--- src/rtl/pwm_pkg.sv ---
// pwm_pkg: shared FSM state type and GPIO edge-select encodings for pwm_mchan.
package pwm_pkg;
   typedef enum logic [1:0] {IDLE, ARMED, RUN, DONE} pwm_st_e;
   localparam logic EDGE_RISE = 1'b0;
   localparam logic EDGE_FALL = 1'b1;
endpackage

--- src/rtl/pwm_dtime.sv ---
// pwm_dtime: delays the rising edge of one registered level by dtime cycles; shorter pulses vanish.
module pwm_dtime
   import pwm_pkg::*;
(
   input  logic       mclk,
   input  logic       h_reset,
   input  logic       in_lvl,
   input  logic [7:0] dtime,
   output logic       out_lvl
);
   logic [7:0] cnt;
   always_ff @(posedge mclk) begin
      if (h_reset) begin
         cnt     <= 8'd0;
         out_lvl <= 1'b0;
      end else if (!in_lvl) begin
         cnt     <= dtime;
         out_lvl <= 1'b0;
      end else begin
         cnt     <= (cnt == 8'd0) ? 8'd0 : cnt - 8'd1;
         out_lvl <= (cnt == 8'd0);
      end
   end
endmodule

--- src/rtl/pwm_mchan.sv ---
// pwm_mchan: multi-channel PWM on one prescaled timebase with shadowed period/compare.
// Define PWM_DEADTIME_EN for dead-time complementary outputs on pwm_n_o.
module pwm_mchan
   import pwm_pkg::*;
#(
   parameter int CNT_W  = 16,
   parameter int NUM_CH = 4,
   parameter int DIV_W  = 8
) (
   input  logic                    mclk,
   input  logic                    h_reset,
   input  logic                    cfg_pwm_enb,
   input  logic                    cfg_pwm_run,
   input  logic [DIV_W-1:0]        cfg_pwm_div,
   input  logic                    cfg_pwm_updn,
   input  logic                    cfg_pwm_oneshot,
   input  logic [7:0]              cfg_pwm_rpt,
   input  logic                    cfg_pwm_gpio_enb,
   input  logic                    cfg_pwm_gpio_edge,
   input  logic [2:0]              cfg_pwm_gpio_sel,
   input  logic [7:0]              pad_gpio,
   input  logic [CNT_W-1:0]        cfg_pwm_period,
   input  logic [NUM_CH*CNT_W-1:0] cfg_pwm_comp,
   input  logic [NUM_CH-1:0]       cfg_pwm_inv,
   input  logic [7:0]              cfg_pwm_dtime,
   output logic [NUM_CH-1:0]       pwm_o,
   output logic [NUM_CH-1:0]       pwm_n_o,
   output logic                    pwm_prd_pe,
   output logic                    pwm_done,
   output logic                    pwm_busy
);
   pwm_st_e                 st, st_n;
   logic [CNT_W-1:0]        cnt, cnt_n, per_sh;
   logic [NUM_CH*CNT_W-1:0] comp_sh;
   logic [DIV_W-1:0]        presc;
   logic [7:0]              rpt_cnt;
   logic                    dir, dir_n, tick, ev, fin, live, ld;
   logic                    g_s, g_p, g_edge;
   logic [NUM_CH-1:0]       raw, pwm_d;

   assign live   = cfg_pwm_enb & cfg_pwm_run;
   assign g_edge = (cfg_pwm_gpio_edge == EDGE_FALL) ? (g_p & ~g_s) : (~g_p & g_s);
   assign tick   = (st == RUN) && (presc == '0);
   assign fin    = ev & cfg_pwm_oneshot & (rpt_cnt == cfg_pwm_rpt);
   assign ld     = (st == IDLE) | ev | ((st == ARMED) & g_edge);

   // center mode: the downward step that lands on 0 is the period event and turns the count upward
   always_comb begin
      cnt_n = cnt;
      dir_n = dir;
      ev    = 1'b0;
      if (tick) begin
         if (!cfg_pwm_updn) begin
            ev    = (cnt >= per_sh);
            cnt_n = ev ? '0 : cnt + CNT_W'(1);
         end else if (per_sh == '0) begin
            ev    = 1'b1;
            cnt_n = '0;
            dir_n = 1'b0;
         end else if (dir || cnt >= per_sh) begin
            ev    = (cnt <= CNT_W'(1));
            cnt_n = ev ? '0 : cnt - CNT_W'(1);
            dir_n = !ev;
         end else begin
            cnt_n = cnt + CNT_W'(1);
         end
      end
   end

   always_comb begin
      st_n     = st;
      pwm_busy = (st == ARMED) || (st == RUN);
      if (!live) begin
         st_n = IDLE;
      end else begin
         case (st)
            IDLE:  st_n = cfg_pwm_gpio_enb ? ARMED : RUN;
            ARMED: st_n = g_edge ? RUN : ARMED;
            RUN:   st_n = fin ? DONE : RUN;
            DONE:  st_n = DONE;
         endcase
      end
   end

   always_ff @(posedge mclk) begin
      if (h_reset) begin
         st         <= IDLE;
         cnt        <= '0;
         dir        <= 1'b0;
         presc      <= '0;
         rpt_cnt    <= 8'd0;
         per_sh     <= '0;
         comp_sh    <= '0;
         g_s        <= 1'b0;
         g_p        <= 1'b0;
         pwm_prd_pe <= 1'b0;
         pwm_done   <= 1'b0;
      end else begin
         st         <= st_n;
         g_s        <= pad_gpio[cfg_pwm_gpio_sel];
         g_p        <= g_s;
         pwm_prd_pe <= ev & live;
         pwm_done   <= fin & live;
         if (ld) begin
            per_sh  <= cfg_pwm_period;
            comp_sh <= cfg_pwm_comp;
         end
         if (st != RUN) begin
            cnt     <= '0;
            dir     <= 1'b0;
            presc   <= '0;
            rpt_cnt <= 8'd0;
         end else begin
            cnt     <= cnt_n;
            dir     <= dir_n;
            presc   <= (presc == cfg_pwm_div) ? '0 : presc + DIV_W'(1);
            rpt_cnt <= ev ? rpt_cnt + 8'd1 : rpt_cnt;
         end
      end
   end

   always_comb begin
      raw = '0;
      for (int i = 0; i < NUM_CH; i++) raw[i] = cnt < comp_sh[i*CNT_W +: CNT_W];
   end

   assign pwm_d = (st == RUN) ? raw ^ cfg_pwm_inv : cfg_pwm_inv;

`ifdef PWM_DEADTIME_EN
   for (genvar g = 0; g < NUM_CH; g++) begin : g_dt
      pwm_dtime u_dt_p (
         .mclk    (mclk),
         .h_reset (h_reset),
         .in_lvl  (pwm_d[g]),
         .dtime   (cfg_pwm_dtime),
         .out_lvl (pwm_o[g])
      );
      pwm_dtime u_dt_n (
         .mclk    (mclk),
         .h_reset (h_reset),
         .in_lvl  (~pwm_d[g]),
         .dtime   (cfg_pwm_dtime),
         .out_lvl (pwm_n_o[g])
      );
   end
`else
   logic unused_dtime;
   assign unused_dtime = ^cfg_pwm_dtime;
   assign pwm_n_o      = '0;
   always_ff @(posedge mclk) begin
      if (h_reset) pwm_o <= '0;
      else pwm_o <= pwm_d;
   end
`endif
endmodule

--- config.mk ---
export PLATFORM = sky130hd
export DESIGN_NAME = pwm_mchan
export DESIGN_NICKNAME = d
export VERILOG_FILES = /design/src/rtl/pwm_pkg.sv /design/src/rtl/pwm_dtime.sv /design/src/rtl/pwm_mchan.sv
export SDC_FILE = /design/constraint.sdc
export NUM_CORES = 1
export LEC_CHECK = 0
export BUFFER_PORTS_ARGS = -buffer_cell sky130_fd_sc_hd__buf_2
export CORE_AREA = 2 2 107 134
export DETAILED_ROUTE_END_ITERATION = 10
export DIE_AREA = 0 0 109 136
export PLACE_DENSITY_LB_ADDON = 0.1
export SETUP_SLACK_MARGIN = 0.05
export SLEW_MARGIN = 20
export SYNTH_ARGS = -nofsm -noshare
export SYNTH_HDL_FRONTEND = slang
export SYNTH_HIERARCHICAL = 1
export SYNTH_SLANG_ARGS = --single-unit
--- constraint.sdc ---
create_clock -name mclk -period 3.45 [get_ports mclk]
set_input_delay 1.035 -clock mclk [delete_from_list [all_inputs] [get_ports mclk]]
set_output_delay 1.035 -clock mclk [all_outputs]
set_load 0.02 [all_outputs]
==> impl_metrics.toml <==
[run_status]
run_status = "finished, final reports clean"

[setup_path]
timing.critical_path.arrival_ns = 3.36
cp_data_required_time_ns = 3.75
crit_path_end_kind = "register"
critPathMaxStageDelay_ns = 0.57
setup.worst_path.class = "reg2reg"
crit_path_top_delay_cell = "or4_4"
crit_path_max_fanout = 15
worst_setup_path_start_kind = "register"
crit_path_cell_trace = "or4_4 > or4b_4 > o311ai_4 > nand2_1 > o21ai_4 > buf_12 > mux2i_1 > nor2_1"

[detailed_routing]
wl_per_cell_um = 15.7
avgViaCountPerCell = 5.57
vias = 6777
antenna_left = 0
drt_iter0_drc = 363
dr.pass1.iters = 5
remaining_drc_errors = 0
routed_wirelength_um = 19000

[timing]
count_of_final_max_slew_check_failures = 0
tightestPinTransition_ns = 0.713
slew_headroom_pct = 52.3
number_of_failing_hold_endpoints_at_the_final_stage = 0
final_period_minus_worst_setup_slack_ns = 3.06
timing.setup.tns_ns = 0
fin_worst_skew_ns = 0.00732
rsz0062_at_grt = "false"
report.final.setup_viol = 0
min_period_over_period_pct = 88.6
maxClockFrequency_mhz = 327

[floorplanning]
die-width_um = 109
ioPinCount = 138
floorplan.initialDensity_pct = 55.5
num_rows = 48
core_um2 = 13600
die-height_um = 136
floorplan.die_area_um2 = 14800

[final_layout]
layoutNonFillerInstCount = 1216
layout.cells.most_common_list = "nor2_1, buf_2, dfxtp_1, inv_1, ha_1"
layout.nets = 1241
areaGrowthSynthToFinish_pct = 21.5
final_common_cell = "nor2_1"
drive_gt1_share_pct = 19.9
antenna_cells = 0
fillCellCount = 1149

[place]
dp_cells = 1184
routabilityCongestion = 0.887
final_hpwl_from_detailed_placement_um = 13800
io_buffer_count = 125

[cts]
total_number_of_h_tree_levels = 4
post-cts-setup-buffers = 0
buffers_from_clock_root_to_sink_at_most = 2
post_cts_resize_count = 0
cts_tree = "built"
path_clk_slew_ns = 0.05
worst_skew_pair.late_latency_ns = 0.43
numCtsBuffers = 17
hold_fix_buffers_at_cts = 0
clock_tree.root_cell = "clkbuf_16"
cts.sinks = 123

[yosys]
postSynth.topFlopCell = "dfxtp_1"
number_of_enable_type_register_cells_in_the_synthesized_netlist = 0
synth-seq-cells = 123
syn-instance-count = 884
yosys.cell_types.count = 61
synth_warnings = 6
mapped_area_um2 = 7570
async_flop_share_pct = 0
postSynthAreaPerCell_um2 = 8.57
synth_sequential_area_ratio_pct = 32.5

[global_route]
first_global_vias = 6484
grtUsageTotal_pct = 27.0
antenna_found_initial = 0
grt_first_pass_wirelength_um = 31000
grt_overflow_total = 0
grt_start_max_net_pins = 39

[pwr]
power.ir.vdd_worst_uv = 273
power.density_cell_area_nw_per_um2 = 415
cellLeakagePower_nw = 4.71

[min_path]
worst_hold_path_type = "reg2reg"

[flow_run]
max_cap_violations = 0
==> worst paths after layout <==
kind,depth (start not counted),slack [ns],endpoint,startpoint
min,1,0.48,g_p,g_s
min reg2reg,1,0.48,g_p,g_s
max reg2reg,8,0.39,comp_sh[52],cnt[7]
max,8,0.39,comp_sh[52],cnt[7]
==> state kept, by name (all words and copies together), names as in the netlist, 2 cells and up <==
signal and flops:
comp_sh 64, cnt 16, per_sh 16, presc 8, rpt_cnt 8, pwm_o 4
st 2
==> final cells by class <==
| type | count | area (µm²) | area share (%) |
|---|---|---|---|
| Sequential cell | 123 | 2460 | 26.8 |
| Inverter | 93 | 349 | 3.79 |
| Clock buffer | 26 | 509 | 5.53 |
| Multi-Input combinational cell | 633 | 4600 | 50.0 |
| Clock inverter | 6 | 108 | 1.17 |
| Timing Repair Buffer | 160 | 951 | 10.3 |
| Tap cell | 175 | 219 | 2.38 |
==> cells by family after synthesis <==
logic type / count (synthesis) / share of synthesized area [%]
multiplexers: 89 / 12.2
AND/OR/NAND/NOR: 270 / 17.0
AO/OA/AOI/OAI: 154 / 13.6
flip-flops: 123 / 32.5
adder cells (fa/ha/maj): 86 / 14.2
buffers and inverters: 131 / 6.97
other: 1 / 0.0495
XOR/XNOR: 30 / 3.47
==> power by group <==
part	internal, mW	total, mW	switching, mW
Clock	1.23	1.86	0.628
Combinational	0.210	0.428	0.219
Sequential	1.49	1.53	0.0397
Total	2.93	3.82	0.886
==> layer usage <==
layer,vias up,GRT usage (%),share of wire (%)
met3,43,5.27,6.1
li1,3385,-,-
met5,-,0,0
met1,3109,32.9,42
met2,240,45.2,49
met4,0,13.1,3.0
==> cell usage after synthesis, types with 3 or more instances <==
cell	n	area, µm²
a22oi_1	3	22.5
buf_2	11	55.1
o21ai_0	30	150
nand2_1	28	105
a21oi_1	46	230
nand3b_1	3	22.5
o22ai_1	3	18.8
and4_1	3	26.3
o211ai_1	8	60.1
xor2_1	9	78.8
nor3_1	18	90.1
inv_1	93	349
nor2b_1	7	43.8
ha_1	86	1080
a31oi_1	3	18.8
and3_1	9	56.3
a211oi_1	7	52.6
mux2i_1	83	831
mux2_2	4	45.0
nand2b_1	11	68.8
clkbuf_1	22	82.6
nand3_1	25	125
a21o_1	18	135
dfxtp_1	123	2460
nand4_1	16	100
o21a_1	3	22.5
buf_4	4	30.0
or4_1	3	22.5
o31ai_1	6	45.0
xnor2_1	21	184
nor2_1	128	480
nor4_1	8	50.1
==> critical path, delay by kind of cell, from the launching register on <==
family	cells	cell delay, ns
multiplexers	1	0.22
AO/OA/AOI/OAI	2	0.77
AND/OR/NAND/NOR	4	1.35
buffers and inverters	1	0.24
flip-flops	1	0.35
==> metrics by stage <==
stage / hold WS, ns / total power, mW / util, % / cell area, µm² / setup slack (ns)
after floorplan: 0.455 / 1.84 / - / 7580 / 0.411
after global placement: 0.472 / 1.98 / 63.0 / 8590 / 0.430
after detailed placement: 0.476 / 1.99 / 63.0 / 8590 / 0.392
after CTS: 0.488 / 3.85 / 67.5 / 9200 / 0.393
after global routing: 0.507 / 3.97 / 67.5 / 9200 / 0.308
final: 0.483 / 3.82 / 67.5 / 9200 / 0.392
Power figures use the tool's default switching activity.
